--- src/rtl/dump_instruc_pkg.sv ---
// Shared constants for the debug-unit memory dump path (FSM encoding and word/byte geometry).
// The instruction loader uses the same byte-order constants.
package dump_instruc_pkg;

  localparam logic [2:0] S_IDLE    = 3'd0;
  localparam logic [2:0] S_FETCH   = 3'd1;
  localparam logic [2:0] S_CAPTURE = 3'd2;
  localparam logic [2:0] S_SEND    = 3'd3;
  localparam logic [2:0] S_WAIT_TX = 3'd4;
  localparam logic [2:0] S_DONE    = 3'd5;

  localparam int BYTES_PER_WORD = 4;
  localparam int ADDR_STEP      = 4;

  // Index of the final byte in a word; bytes go out MSB-first, so this is word[7:0].
  localparam logic [1:0] LAST_BYTE = 2'(BYTES_PER_WORD - 1);

  typedef struct packed {
    logic [2:0]  state;
    logic [1:0]  byte_idx;
  } dump_ctl_t;

endpackage

--- src/rtl/dump_instruc_if.sv ---
// Dump engine bus: start/base from the debug unit, memory read port, and uart_tx byte handshake.
interface dump_instruc_if #(parameter int ADDR_W = 32);
  logic              i_start;
  logic [ADDR_W-1:0] i_base_addr;
  logic [ADDR_W-1:0] o_rd_addr;
  logic [31:0]       i_rd_data;
  logic [7:0]        o_tx_data;
  logic              o_tx_start;
  logic              i_tx_done;
  logic              o_busy;
  logic              o_done;

  modport slave (
    input  i_start, i_base_addr, i_rd_data, i_tx_done,
    output o_rd_addr, o_tx_data, o_tx_start, o_busy, o_done
  );

  modport master (
    output i_start, i_base_addr, i_rd_data, i_tx_done,
    input  o_rd_addr, o_tx_data, o_tx_start, o_busy, o_done
  );
endinterface

--- src/rtl/dump_instruc.sv ---
// Reads NUM_WORDS words from a sync-read memory and streams each MSB-first, one byte per
// uart_tx handshake. Outputs are decoded straight from state so reset forces them all low.
module dump_instruc
  import dump_instruc_pkg::*;
#(
  parameter int NUM_WORDS = 32,
  parameter int ADDR_W    = 32
) (
  input  logic           i_clk,
  input  logic           i_reset,
  dump_instruc_if.slave  bus
);

  localparam int WC_W = (NUM_WORDS > 1) ? $clog2(NUM_WORDS) : 1;
  localparam logic [WC_W-1:0]   LAST_WORD   = WC_W'(NUM_WORDS - 1);
  localparam logic [ADDR_W-1:0] ADDR_STEP_W = ADDR_W'(ADDR_STEP);

  dump_ctl_t         ctl;
  logic [ADDR_W-1:0] addr;
  logic [31:0]       shift_reg;
  logic [WC_W-1:0]   word_cnt;

  always_ff @(posedge i_clk or posedge i_reset) begin
    if (i_reset) begin
      ctl       <= '{state: S_IDLE, byte_idx: 2'd0};
      addr      <= '0;
      shift_reg <= '0;
      word_cnt  <= '0;
    end else begin
      case (ctl.state)
        S_IDLE: if (bus.i_start) begin
          addr      <= bus.i_base_addr;
          word_cnt  <= '0;
          ctl.state <= S_FETCH;
        end
        // Address has been stable since the previous edge; data shows up next cycle.
        S_FETCH:   ctl.state <= S_CAPTURE;
        S_CAPTURE: begin
          shift_reg    <= bus.i_rd_data;
          ctl.byte_idx <= 2'd0;
          ctl.state    <= S_SEND;
        end
        S_SEND:    ctl.state <= S_WAIT_TX;
        S_WAIT_TX: if (bus.i_tx_done) begin
          if (ctl.byte_idx != LAST_BYTE) begin
            shift_reg    <= {shift_reg[23:0], 8'h00};
            ctl.byte_idx <= ctl.byte_idx + 2'd1;
            ctl.state    <= S_SEND;
          end else if (word_cnt != LAST_WORD) begin
            addr      <= addr + ADDR_STEP_W;
            word_cnt  <= word_cnt + WC_W'(1);
            ctl.state <= S_FETCH;
          end else begin
            ctl.state <= S_DONE;
          end
        end
        S_DONE:    ctl.state <= S_IDLE;
        default:   ctl.state <= S_IDLE;
      endcase
    end
  end

  assign bus.o_rd_addr  = addr;
  assign bus.o_tx_data  = shift_reg[31:24];
  assign bus.o_tx_start = (ctl.state == S_SEND);
  assign bus.o_busy     = (ctl.state != S_IDLE);
  assign bus.o_done     = (ctl.state == S_DONE);

endmodule
--- src/flat_wrapper.sv ---
// flat-port wrapper written by rule: the top's interface ports become plain ports
module dump_instruc_flat import dump_instruc_pkg::*;
#(
  parameter int NUM_WORDS = 32,
  parameter int ADDR_W    = 32
)
  (i_clk, i_reset, bus_i_start, bus_i_base_addr, bus_i_rd_data, bus_i_tx_done, bus_o_rd_addr, bus_o_tx_data, bus_o_tx_start, bus_o_busy, bus_o_done);
  dump_instruc_if #(.ADDR_W(ADDR_W)) bus_i ();
  input  logic i_clk;
  input  logic i_reset;
  input wire logic [$bits(bus_i.i_start)-1:0] bus_i_start;
  input wire logic [$bits(bus_i.i_base_addr)-1:0] bus_i_base_addr;
  input wire logic [$bits(bus_i.i_rd_data)-1:0] bus_i_rd_data;
  input wire logic [$bits(bus_i.i_tx_done)-1:0] bus_i_tx_done;
  output wire logic [$bits(bus_i.o_rd_addr)-1:0] bus_o_rd_addr;
  output wire logic [$bits(bus_i.o_tx_data)-1:0] bus_o_tx_data;
  output wire logic [$bits(bus_i.o_tx_start)-1:0] bus_o_tx_start;
  output wire logic [$bits(bus_i.o_busy)-1:0] bus_o_busy;
  output wire logic [$bits(bus_i.o_done)-1:0] bus_o_done;
  assign bus_i.i_start = bus_i_start;
  assign bus_i.i_base_addr = bus_i_base_addr;
  assign bus_i.i_rd_data = bus_i_rd_data;
  assign bus_i.i_tx_done = bus_i_tx_done;
  assign bus_o_rd_addr = bus_i.o_rd_addr;
  assign bus_o_tx_data = bus_i.o_tx_data;
  assign bus_o_tx_start = bus_i.o_tx_start;
  assign bus_o_busy = bus_i.o_busy;
  assign bus_o_done = bus_i.o_done;
  dump_instruc #(.NUM_WORDS(NUM_WORDS), .ADDR_W(ADDR_W)) u_core (.i_clk(i_clk), .i_reset(i_reset), .bus(bus_i));
endmodule
--- config.mk ---
export PLATFORM = sky130hd
export DESIGN_NAME = dump_instruc_flat
export DESIGN_NICKNAME = d
export VERILOG_FILES = /design/src/rtl/dump_instruc_pkg.sv /design/src/rtl/dump_instruc_if.sv /design/src/rtl/dump_instruc.sv /design/src/flat_wrapper.sv
export SDC_FILE = /design/constraint.sdc
export NUM_CORES = 1
export LEC_CHECK = 0
export BUFFER_PORTS_ARGS = -buffer_cell sky130_fd_sc_hd__buf_2
export CAP_MARGIN = 30
export CORE_AREA = 2 2 130 132
export CTS_BUF_LIST = sky130_fd_sc_hd__clkbuf_16
export DETAILED_ROUTE_END_ITERATION = 16
export DIE_AREA = 0 0 132 134
export GPL_TIMING_DRIVEN = 0
export PLACE_DENSITY = 0.44
export SKIP_CTS_REPAIR_TIMING = 1
export SLEW_MARGIN = 20
export SYNTH_ARGS = -nofsm -noshare
export SYNTH_HDL_FRONTEND = slang
export SYNTH_SLANG_ARGS = --single-unit
--- constraint.sdc ---
create_clock -name i_clk -period 2.6 [get_ports i_clk]
set_clock_uncertainty 0.05 [all_clocks]
set_input_delay 0.52 -clock i_clk [delete_from_list [all_inputs] [get_ports i_clk]]
set_output_delay 0.52 -clock i_clk [all_outputs]
set_load 0.005 [all_outputs]
==> impl_metrics.csv <==
group,metric,value,unit
status,status,"complete, no violations",
floorplan,core.rowCount,47,
global_route,grtUsageTotal,15.7,%
power_and_ir_drop,pwr-share-comb,43.4,%
clock_network,cts_max_level,3,
setup_path,worstSetupPathType,"reg2reg",
clock_network,root_buffer,"clkbuf_16",
synth,synthArstFlopShare,100,%
global_route,grt_max_degree,51,
floorplan,pin_count,111,
power_and_ir_drop,ir_worst_vdd,0.412,mV
floorplan,die_area,0.0177,mm2
synth,syn_inst,428,
setup_path,cp_max_fo,10,
floorplan,fp.coreArea,0.0163,mm2
detailed_routing,routed_wl,13600,um
min_path,hold_class,"in2async",
setup_path,crit_path_frequent_cell,"ha_1",
detailed_routing,drtAntennaViolNets,0,
synth,yosysSeqAreaShare,46.5,%
synth,synth_ff_type,"dfrtp_1",
setup_path,max_stage_delay,0.48,ns
global_route,grt_pass1_vias,3855,
sta,tns,0,ns
synth,yosysWarnings,0,
global_route,antenna_found_initial,0,
setup_path,cp-end-kind,"register",
synth,yosysTopAreaCell,"dfrtp_1",
detailed_routing,vias,3789,
clock_network,numCtsBuffers,9,
power_and_ir_drop,p_int,3.54,mW
setup_path,crit_slowest_cell,"a41oi_4",
power_and_ir_drop,power,6.03,mW
clock_network,clock_sinks,74,
detailed_routing,viasPerCell,4.88,
synth,ys_types,55,
floorplan,die_y,134,um
global_route,grt_overflow,0,
sta,rsz0062_at_grt,"no",
setup_path,start_kind,"register",
synth,synth_area,0.00398,mm2
power_and_ir_drop,p_sw,2.49,mW
power_and_ir_drop,pwr-share-seq,35.9,%
setup_path,cp.arrival,2.59,ns
clock_network,worstSkewPairLatency,0.34,ns
global_route,grt_pass1_wl,21400,um
sta,max_freq,420,MHz
clock_network,clock_path_buffers,2,
sta,worst_slew_pin_slew,0.890,ns
power_and_ir_drop,pwr_density_cell,1170,mW/mm2
detailed_routing,drc,0,
synth,yosys.area.top_type_share,46.5,%
synth,synth_edf_count,0,
clock_network,cts_tree,"built",
run,max_cap_violations,0,
placement,dpl.hpwl,9640,um
layout,area_delta_synth_final,29.4,%
sta,setup_viol,0,
sta,period_share,91.6,%
layout,layout.nets,623,
power_and_ir_drop,leakagePower,2.33,nW
floorplan,die_w,132,um
placement,portBuffers,110,
sta,slew_headroom,40.7,%
detailed_routing,wl_per_cell,17.5,um
power_and_ir_drop,swShare,41.3,%
detailed_routing,first_pass_iters,4,
synth,yosysMostFrequentCell,"dfrtp_1",
synth,synth_nets,500,
detailed_routing,drt_iter0_drc,230,
floorplan,start_util,24.4,%
sta,fin_crit,2.38,ns
power_and_ir_drop,p_clk_share,20.7,%
layout,post-route-util,31.6,%
sta,hold_ws,0.120,ns
layout,drive_gt1_share,30.0,%
sta,finalMaxSlewViolations,0,
setup_path,path_cells,"ha_1, and3_1, ha_1, inv_1, a41oi_4, buf_2, nand2_1, a32oi_1",
synth,syn_area_per_cell,9.30,um2
placement,place.gp.congestion,0.840,
synth,synth.area.top_cells,"dfrtp_1 47%, mux2i_1 6.5%, nand2_1 5.7%, o21ai_0 5.4%, a21oi_1 4.0%",
clock_network,clk_pin_slew,0.06,ns
setup_path,required,2.81,ns
layout,antennaDiodeCount,0,
synth,synth-seq-cells,74,
sta,hold_viol_final,0,
synth,netlist_top_cells_count,"74 x dfrtp_1, 60 x nand2_1, 43 x o21ai_0",
==> layer usage <==
layer  vias to the layer above  GRT usage [%]  routed length (um)
li1                       1809              -                   -
met1                      1856           21.1                6370
met2                       106           24.8                6330
met3                        18           2.83                 565
met4                         0           6.64                 289
met5                         -              0                   0
==> per-stage QoR <==
step | cell area (um2) | std cells | setup WS (ns)
detailed placement | 4840 | 759 | -0.194
global route | 5150 | 776 | 0.0517
global placement | 4810 | 758 | -1.15
finish | 5150 | 776 | 0.219
floorplan | 3980 | 428 | 0.148
CTS | 5120 | 775 | -0.175
==> critical path: cells and delay by family, from the launching register on <==
family	cells	cell delay (ns)
AO/OA/AOI/OAI	2	0.68
adder cells (fa/ha/maj)	2	0.46
buffers and inverters	2	0.44
flip-flops	1	0.40
AND/OR/NAND/NOR	2	0.26
==> worst paths after layout <==
| check | slack (ns) | from | cells past startpoint | to |
|---|---|---|---|---|
| setup / recovery | 0.22 | u_core.word_cnt[0]$_DFFE_PP0P_ | 8 | u_core.bus.o_rd_addr[24]$_DFFE_PP0P_ |
| min in group i_clk | 0.32 | bus_i_base_addr[1] | 3 | u_core.bus.o_rd_addr[1]$_DFFE_PP0P_ |
| hold / removal | 0.12 | i_reset | 2 | u_core.ctl[3]$_DFFE_PP0P_ |
| hold reg to reg | 0.43 | u_core.shift_reg[26]$_DFFE_PP0P_ | 2 | u_core.shift_reg[26]$_DFFE_PP0P_ |
| setup reg to reg | 0.22 | u_core.word_cnt[0]$_DFFE_PP0P_ | 8 | u_core.bus.o_rd_addr[24]$_DFFE_PP0P_ |
| max in group asynchronous | 1.80 | i_reset | 3 | u_core.bus.o_rd_addr[17]$_DFFE_PP0P_ |
==> power groups by stage <==
| stage | Combinational, mW | Sequential [mW] | Clock [mW] |
|---|---|---|---|
| 2_1_floorplan | 1.67 | 2.08 | 0 |
| 3_3_place_gp | 2.57 | 2.16 | 0 |
| 3_5_place_dp | 2.63 | 2.18 | 0 |
| 4_1_cts | 2.63 | 2.16 | 1.28 |
| 5_1_grt | 2.95 | 2.26 | 1.33 |
| 6_report | 2.62 | 2.16 | 1.25 |
==> area by class of cell <==
type                       count  area, um2
clock buffer                   9        225
tap                          220        275
timing repair buffer         112        583
clock inverter                 7       61.3
fill                        1774      11100
multi-input combinational    313       1930
buffer                        36        199
sequential                    74       1850
inverter                       5       21.3
==> cells by family (layout without fill, tap and decap cells) <==
kind of cell | after synthesis | count (layout) | synth area share, %
buffers and inverters | 41 | 169 | 5.31
flip-flops | 74 | 74 | 46.5
XOR/XNOR | 2 | 2 | 0.440
AND/OR/NAND/NOR | 147 | 147 | 18.7
multiplexers | 26 | 26 | 6.54
AO/OA/AOI/OAI | 134 | 134 | 21.3
adder cells (fa/ha/maj) | 4 | 4 | 1.26
==> placed cells by master, fill, tap and decap left out, drive strengths merged, types with 2 or more instances in the layout <==
cell and n:
or3 4, o22ai 10, clkinv 5, and2 3
o21a 4, a22o 8, o21ai 46, buf 133
ha 4, a32oi 4, and4 2, dfrtp 74
a311oi 2, a2bb2oi 3, nor3 9, inv 6
nand3 16, a21o 3, a21oi 32, nor2 25
nand2 61, a211oi 4, nor3b 3, o22a 6
o211ai 2, and3 5, a31oi 5, nand4 11
mux2i 26, clkbuf 24
Power figures use the tool's default switching activity.
